===== src/rtl/bit_serial_alu_ctrl_if.sv =====
// Request/response handshake between a requester and the bit-serial ALU controller.
// The master drives requests and consumes results; the controller is the slave.
interface bit_serial_alu_ctrl_if #(
    parameter int WIDTH = 8
);
    logic             start_valid;
    logic             start_ready;
    logic [2:0]       op;
    logic [WIDTH-1:0] a_in;
    logic [WIDTH-1:0] b_in;
    logic             out_valid;
    logic             out_ready;
    logic [WIDTH-1:0] result;
    logic             carry_out;
    logic             overflow;
    logic             zero;

    modport master (
        output start_valid, op, a_in, b_in, out_ready,
        input  start_ready, out_valid, result, carry_out, overflow, zero
    );

    modport slave (
        input  start_valid, op, a_in, b_in, out_ready,
        output start_ready, out_valid, result, carry_out, overflow, zero
    );
endinterface


===== src/rtl/bit_serial_alu_ctrl.sv =====
// Drives an external single-bit ALU slice one bit per clock, LSB first, holding the
// ripple carry between bits and returning the assembled WIDTH-bit result with flags.
module bit_serial_alu_ctrl #(
    parameter int WIDTH = 8
) (
    input  logic                  clk,
    input  logic                  rst,
    bit_serial_alu_ctrl_if.slave  bus,
    output logic                  slice_a,
    output logic                  slice_b,
    output logic                  slice_ainvert,
    output logic                  slice_binvert,
    output logic                  slice_carryin,
    output logic [1:0]            slice_operation,
    input  logic                  slice_result,
    input  logic                  slice_carryout
);
    localparam int CW = $clog2(WIDTH);

    localparam logic [2:0] OP_AND  = 3'b000;
    localparam logic [2:0] OP_OR   = 3'b001;
    localparam logic [2:0] OP_ADD  = 3'b010;
    localparam logic [2:0] OP_SUB  = 3'b011;
    localparam logic [2:0] OP_NOR  = 3'b100;
    localparam logic [2:0] OP_NAND = 3'b101;

    typedef enum logic [1:0] {IDLE, RUN, DONE} state_e;

    state_e           state_q, state_d;
    logic [WIDTH-1:0] a_sh_q, a_sh_d;
    logic [WIDTH-1:0] b_sh_q, b_sh_d;
    logic [WIDTH-2:0] r_q, r_d;          // upper partial result; bit 0 is never needed
    logic             c_q, c_d;
    logic [CW-1:0]    cnt_q, cnt_d;
    logic             ainv_q, ainv_d;
    logic             binv_q, binv_d;
    logic [1:0]       sop_q, sop_d;
    logic             arith_q, arith_d;
    logic [WIDTH-1:0] result_q, result_d;
    logic             carry_out_q, carry_out_d;
    logic             overflow_q, overflow_d;

    logic [WIDTH-1:0] r_next;
    logic             running;

    assign running = (state_q == RUN);
    assign r_next  = {slice_result, r_q};

    always_comb begin
        // NOTE: every variable gets a default before the case so no path infers a latch.
        state_d     = state_q;
        a_sh_d      = a_sh_q;
        b_sh_d      = b_sh_q;
        r_d         = r_q;
        c_d         = c_q;
        cnt_d       = cnt_q;
        ainv_d      = ainv_q;
        binv_d      = binv_q;
        sop_d       = sop_q;
        arith_d     = arith_q;
        result_d    = result_q;
        carry_out_d = carry_out_q;
        overflow_d  = overflow_q;

        case (state_q)
            IDLE: begin
                if (bus.start_valid) begin
                    a_sh_d  = bus.a_in;
                    b_sh_d  = bus.b_in;
                    cnt_d   = '0;
                    c_d     = (bus.op == OP_SUB);
                    arith_d = (bus.op == OP_ADD) || (bus.op == OP_SUB);
                    ainv_d  = 1'b0;
                    binv_d  = 1'b0;
                    case (bus.op)
                        OP_AND:  sop_d = 2'b00;
                        OP_OR:   sop_d = 2'b01;
                        OP_ADD:  sop_d = 2'b10;
                        OP_SUB:  begin sop_d = 2'b10; binv_d = 1'b1; end
                        OP_NOR:  begin sop_d = 2'b00; ainv_d = 1'b1; binv_d = 1'b1; end
                        OP_NAND: begin sop_d = 2'b01; ainv_d = 1'b1; binv_d = 1'b1; end
                        default: sop_d = 2'b11;
                    endcase
                    state_d = RUN;
                end
            end
            RUN: begin
                a_sh_d = a_sh_q >> 1;
                b_sh_d = b_sh_q >> 1;
                r_d    = r_next[WIDTH-1:1];
                c_d    = slice_carryout;
                if (cnt_q == CW'(WIDTH - 1)) begin
                    // Counter holds on the last bit so it never wraps inside an operation.
                    result_d    = r_next;
                    carry_out_d = arith_q & slice_carryout;
                    overflow_d  = arith_q & (c_q ^ slice_carryout);
                    state_d     = DONE;
                end else begin
                    cnt_d = cnt_q + CW'(1);
                end
            end
            DONE: begin
                if (bus.out_ready) state_d = IDLE;
            end
            default: state_d = IDLE;
        endcase
    end

    // NOTE: sequential state uses non-blocking assignments so all flops update together.
    always_ff @(posedge clk or posedge rst) begin
        if (rst) begin
            state_q     <= IDLE;
            a_sh_q      <= '0;
            b_sh_q      <= '0;
            r_q         <= '0;
            c_q         <= 1'b0;
            cnt_q       <= '0;
            ainv_q      <= 1'b0;
            binv_q      <= 1'b0;
            sop_q       <= 2'b00;
            arith_q     <= 1'b0;
            result_q    <= '0;
            carry_out_q <= 1'b0;
            overflow_q  <= 1'b0;
        end else begin
            state_q     <= state_d;
            a_sh_q      <= a_sh_d;
            b_sh_q      <= b_sh_d;
            r_q         <= r_d;
            c_q         <= c_d;
            cnt_q       <= cnt_d;
            ainv_q      <= ainv_d;
            binv_q      <= binv_d;
            sop_q       <= sop_d;
            arith_q     <= arith_d;
            result_q    <= result_d;
            carry_out_q <= carry_out_d;
            overflow_q  <= overflow_d;
        end
    end

    assign bus.start_ready = (state_q == IDLE);
    assign bus.out_valid   = (state_q == DONE);
    assign bus.result      = result_q;
    assign bus.carry_out   = carry_out_q;
    assign bus.overflow    = overflow_q;
    assign bus.zero        = (result_q == '0);

    // The slice sees only zeros outside RUN.
    assign slice_a         = running & a_sh_q[0];
    assign slice_b         = running & b_sh_q[0];
    assign slice_ainvert   = running & ainv_q;
    assign slice_binvert   = running & binv_q;
    assign slice_carryin   = running & c_q;
    assign slice_operation = running ? sop_q : 2'b00;
endmodule


===== src/flat_wrapper.sv =====
// flat-port wrapper written by rule: the top's interface ports become plain ports
module bit_serial_alu_ctrl_flat 
#(
    parameter int WIDTH = 8
)
  (clk, rst, slice_a, slice_b, slice_ainvert, slice_binvert, slice_carryin, slice_operation, slice_result, slice_carryout, bus_start_valid, bus_op, bus_a_in, bus_b_in, bus_out_ready, bus_start_ready, bus_out_valid, bus_result, bus_carry_out, bus_overflow, bus_zero);
  bit_serial_alu_ctrl_if #(.WIDTH(WIDTH)) bus_i ();
  input  logic clk;
  input  logic rst;
  output logic slice_a;
  output logic slice_b;
  output logic slice_ainvert;
  output logic slice_binvert;
  output logic slice_carryin;
  output logic [1:0] slice_operation;
  input  logic slice_result;
  input  logic slice_carryout;
  input wire logic [$bits(bus_i.start_valid)-1:0] bus_start_valid;
  input wire logic [$bits(bus_i.op)-1:0] bus_op;
  input wire logic [$bits(bus_i.a_in)-1:0] bus_a_in;
  input wire logic [$bits(bus_i.b_in)-1:0] bus_b_in;
  input wire logic [$bits(bus_i.out_ready)-1:0] bus_out_ready;
  output wire logic [$bits(bus_i.start_ready)-1:0] bus_start_ready;
  output wire logic [$bits(bus_i.out_valid)-1:0] bus_out_valid;
  output wire logic [$bits(bus_i.result)-1:0] bus_result;
  output wire logic [$bits(bus_i.carry_out)-1:0] bus_carry_out;
  output wire logic [$bits(bus_i.overflow)-1:0] bus_overflow;
  output wire logic [$bits(bus_i.zero)-1:0] bus_zero;
  assign bus_i.start_valid = bus_start_valid;
  assign bus_i.op = bus_op;
  assign bus_i.a_in = bus_a_in;
  assign bus_i.b_in = bus_b_in;
  assign bus_i.out_ready = bus_out_ready;
  assign bus_start_ready = bus_i.start_ready;
  assign bus_out_valid = bus_i.out_valid;
  assign bus_result = bus_i.result;
  assign bus_carry_out = bus_i.carry_out;
  assign bus_overflow = bus_i.overflow;
  assign bus_zero = bus_i.zero;
  bit_serial_alu_ctrl #(.WIDTH(WIDTH)) u_core (.clk(clk), .rst(rst), .bus(bus_i), .slice_a(slice_a), .slice_b(slice_b), .slice_ainvert(slice_ainvert), .slice_binvert(slice_binvert), .slice_carryin(slice_carryin), .slice_operation(slice_operation), .slice_result(slice_result), .slice_carryout(slice_carryout));
endmodule

===== config.mk =====
export PLATFORM = sky130hd
export DESIGN_NAME = bit_serial_alu_ctrl_flat
export DESIGN_NICKNAME = d
export VERILOG_FILES = /design/src/rtl/bit_serial_alu_ctrl_if.sv /design/src/rtl/bit_serial_alu_ctrl.sv /design/src/flat_wrapper.sv
export SDC_FILE = /design/constraint.sdc
export NUM_CORES = 1
export LEC_CHECK = 0
export ABC_CLOCK_PERIOD_IN_PS = 2510
export BUFFER_PORTS_ARGS = -buffer_cell sky130_fd_sc_hd__buf_4
export CORE_UTILIZATION = 40
export CTS_BUF_LIST = sky130_fd_sc_hd__clkbuf_4 sky130_fd_sc_hd__clkbuf_8
export CTS_CLUSTER_DIAMETER = 50
export DETAILED_ROUTE_END_ITERATION = 16
export PLACE_DENSITY_LB_ADDON = 0.2
export SLEW_MARGIN = 20
export SYNTH_ARGS = -nofsm -noshare
export SYNTH_HDL_FRONTEND = slang
export SYNTH_SLANG_ARGS = --single-unit

===== constraint.sdc =====
create_clock -name clk -period 2.51 [get_ports clk]
set_clock_uncertainty 0.2 [all_clocks]
set_input_delay 0.251 -clock clk [delete_from_list [all_inputs] [get_ports clk]]
set_output_delay 0.251 -clock clk [all_outputs]
set_load 0.1 [all_outputs]

### Word level (Yosys, flattened, before mapping)

Index checks and enable logic that the tools add are counted.

* latch bits: 0
* word-level logic and storage cells: 66
* memory bits (read-only): 0
* memories: 0
* memory bits (writable): 0
* register bits: 44

* div/mod/pow operators: 0
* $mul: 0
* add/sub/neg operators: 1
* shift-type cells: 0
* $lt $le $gt $ge: 0
* muxes and demuxes: 17
* reductions and logical operators: 15
* equal/unequal tests: 12
* bitwise operators: 8

Operators with widths (count)
* 8-bit case mux with 2 select lines: 2
* 8-bit two-way mux: 2
* 2-bit case mux with 3 select lines: 2
* 3-bit == test, second input constant: 3
* 8-bit zero test: 1
* 2-bit two-way mux: 4
* 2-bit inequality test, second input constant: 4
* 2-bit OR reduction: 4
* 1-bit bitwise AND: 7
* 3-bit by 2-bit == test with 1-bit output, second input constant: 2
* 3-bit two-way mux: 2
* 3-bit case mux with 2 select lines: 1
* 2-bit AND reduction: 3
* 3-bit AND reduction: 2
* 3-bit by 1-bit adder with 3-bit output, second input constant: 1
* 3-bit by 1-bit == test with 1-bit output, second input constant: 1
* 3-bit zero test: 1
* 1-bit two-way mux: 3
* 3-bit OR reduction: 1
* 2-bit by 1-bit == test with 1-bit output, second input constant: 1
* 2-bit == test, second input constant: 1
* 2-bit zero test: 1
* 1-bit case mux with 2 select lines: 1
* 2-bit nonzero test: 1
* other kinds (2): 2

### Depth between registers and ports, before layout

* depth after elaboration: 3
* depth in mapped cells: 6
* mapped depth without buffers: 5

### Worst setup path after synthesis

Ideal clock, no wire load.

* kind: reg2out
* from: register u_core.result_q[4] (netlist: u_core.bus.result[4])
* to: output bus_zero
* path buffers: 0
* data required time: 2059 ps
* slack: -578 ps
* cell stages (with the launch flop): 3
* data arrival time: 2637 ps
* cell sequence: dfrtp_1 > or4_1 > nor2_1

* cells in the longest elaborated chain, start to end: 1

Ends and longest elaborated chain
* from (decl): line bit_serial_alu_ctrl.sv:39 `logic [WIDTH-1:0] result_q, result_d;`
* from (signal assigned): line bit_serial_alu_ctrl.sv:136 `result_q <= result_d;`
* 8-bit zero test: line bit_serial_alu_ctrl.sv:147 `assign bus.zero = (result_q == '0);`
* to (decl): line flat_wrapper.sv:28 `output wire logic [$bits(bus_i.zero)-1:0] bus_zero;`

No other way between the ends.

### Final worst setup path

Same ends and word-level chain as after synthesis.

==> flow_summary.ini <==
[hold_path]
hp-class = in -> reg

[clocking]
cts_buffers = 5
clockRootBuffer = clkbuf_8
post_cts_buffers = 0
cts_sinks = 44
clk_path_buf_depth = 2
path_clk_slew_ps = 80
htree_num_levels = 2
clock_latency_ps = 290
cts_tree = done

[setup_path]
crit_family = simple AND/OR/NAND/NOR gates
critPathLaunchType = register
cpMaxStageDelayCell = or4_1
setup.worst_path.class = reg -> out
crit_buf_inv = 1
required_ps = 2060
crit_chain = or4_1 -> nor2_4 -> buf_4
max_stage_delay_ps = 570
critPathArrivalTime_ps = 1660
critPathCaptureType = output port
critical_path.max_fanout = 3

[yosys]
async_flop_share = 1.00
netlist_instances = 200
synth_common_cells = nand2_1 (50), dfrtp_1 (44), o21ai_0 (19)
synth_nets = 227
synth_top_cell_by_area = dfrtp_1
yosys_warnings = 0
avgSynthCellArea_um2 = 10.1
synth_top_area_share = 0.547
synth_area_leaders = dfrtp_1 (55%), nand2_1 (9.3%), and3b_1 (5.7%)
synth-main-ff-cell = dfrtp_1
ys_seq_area_frac = 0.547
synth.most_common_cell = nand2_1
yosys.cell_types.count = 27
netlist_area_um2 = 2010
synth_edf_count = 0
synth-seq-cells = 44

[routing]
drcViolationCount = 0
wl_per_cell_um = 11.7
first_pass_iters = 4
drt_iter0_drc = 67
detail-route-antenna-nets = 0
routed_wl_um = 3730
vias = 1526
viasPerCell = 4.78

[timing]
setup_viol_count_final = 0
finalSetupTns_ps = 0
slew_headroom = 0.320
finalHoldViolations = 0
tightest_slew_ps = 1020
min_period_ps = 2110
hold_ws_ps = 6.17
rsz0062_at_grt = false
fmax_mhz = 474
timing.final.crit_share = 0.840
postLayoutSetupSlackWorst_ps = 402
finalMaxSlewViolations = 0

[layout]
syn_to_final_growth_pct = 29.3
nets = 278
layout-drive-gt1-share = 0.286
seqCellArea_um2 = 1100
multiInputGateArea_um2 = 846
antenna_cells = 0
nFillCells = 447

[die]
initial_core_util = 0.421
io_pins = 45
die-area_um2 = 5320
die_h_um = 72.9
dieWidth_um = 72.9
fp.coreArea_um2 = 4790
num_rows = 25

[global_route]
grt_util_all_layers = 0.158
antenna_found_initial = 0
overflow = 0
grt_pass1_wl_um = 6360
grt_max_degree = 45
grt_pass1_vias = 1402

[placed_design]
dp_slack_ps = 587
io_buffers = 44
dp_hpwl_um = 2560
finalWeightedCongestion = 0.763

[flow_run]
cap_violations = 0

[status]
status = completed
==> through the flow <==
step | instance area (µm²) | std cells | util
after floorplan | 2020 | 200 | -
after global placement | 2420 | 305 | 0.505
after detailed placement | 2420 | 305 | 0.505
after CTS | 2600 | 319 | 0.544
after global routing | 2600 | 319 | 0.544
final | 2600 | 319 | 0.544
==> per-layer routing <==
layer | global-route usage | vias up | routed length, µm
met5 | 0 | - | 0
met4 | 0.0523 | 0 | 53
met3 | 0.0456 | 6 | 123
met2 | 0.246 | 25 | 1700
met1 | 0.211 | 714 | 1860
li1 | - | 781 | -
==> path summary, 6_finish.rpt <==
kind                                        end            startpoint  slack [ps]  depth (start not counted)
setup / recovery                       bus_zero  u_core.bus.result[4]         400                          3
hold / removal                       u_core.c_q        slice_carryout           6                          2
setup reg to reg           u_core.bus.result[6]       u_core.cnt_q[0]         570                          4
hold reg to reg                u_core.a_sh_q[0]      u_core.a_sh_q[0]         280                          2
max in group asynchronous       u_core.cnt_q[0]                   rst        1290                          4
min in group asynchronous      u_core.a_sh_q[2]                   rst         440                          4
==> state kept, by name, indices dropped and copies added, names as in the netlist, 2 cells and up <==
name,flops
u_core.a_sh_q,8
u_core.b_sh_q,8
u_core.bus.result,8
u_core.cnt_q,3
u_core.r_q,7
u_core.sop_q,2
u_core.state_q,2
==> cells in the final DEF (no fill, tap or decap), types with 2 or more instances in the layout <==
cell type and n:
nand2b_1 3, buf_4 50, nand2_1 50, mux2_2 9, nor2b_1 2, a21oi_1 13, clkbuf_8 7, and2_1 7
a22o_1 2, or4_1 2, dlygate4sd3_1 6, and3b_1 13, a22oi_1 2, nor2_1 3, nand3_1 2, o21ai_0 19
nand3b_1 2, dfrtp_1 44, nor3b_2 2, inv_1 2, ha_1 2
==> worst register-to-register path, cell delays in order (launching register included) <==
cell and delay (ps):
dfrtp_1 390, ha_1 200, ha_1 200, nand3b_1 440, mux2_2 400
==> area by class of cell <==
type	instances	share of cell area
flip-flops and latches	44	0.423
multi-input cells	141	0.325
repair buffers	56	0.167
clock buffers	7	0.0370
well taps	67	0.0322
clock inverters	1	0.0115
inverters	3	0.00432
==> kinds of logic after synthesis <==
| family | synth area share |
|---|---|
| AOI/OAI and AO/OA | 0.104 |
| xor gates and xnor gates | 0.00435 |
| adders and majority gates | 0.0124 |
| buffers and inverters | 0.0379 |
| DFF | 0.547 |
| muxes | 0.0553 |
| and+or+nand+nor | 0.239 |
==> timing repair <==
| item | CTS | global route |
|---|---|---|
| hold buffers | 6 | 0 |
| resized for setup | 0 | 0 |
| hold endpoints to repair | 50 | 0 |
Power is left out: the tool's default activity adds up to more than one toggle a clock period on the data nets, which glitch-free logic cannot reach.
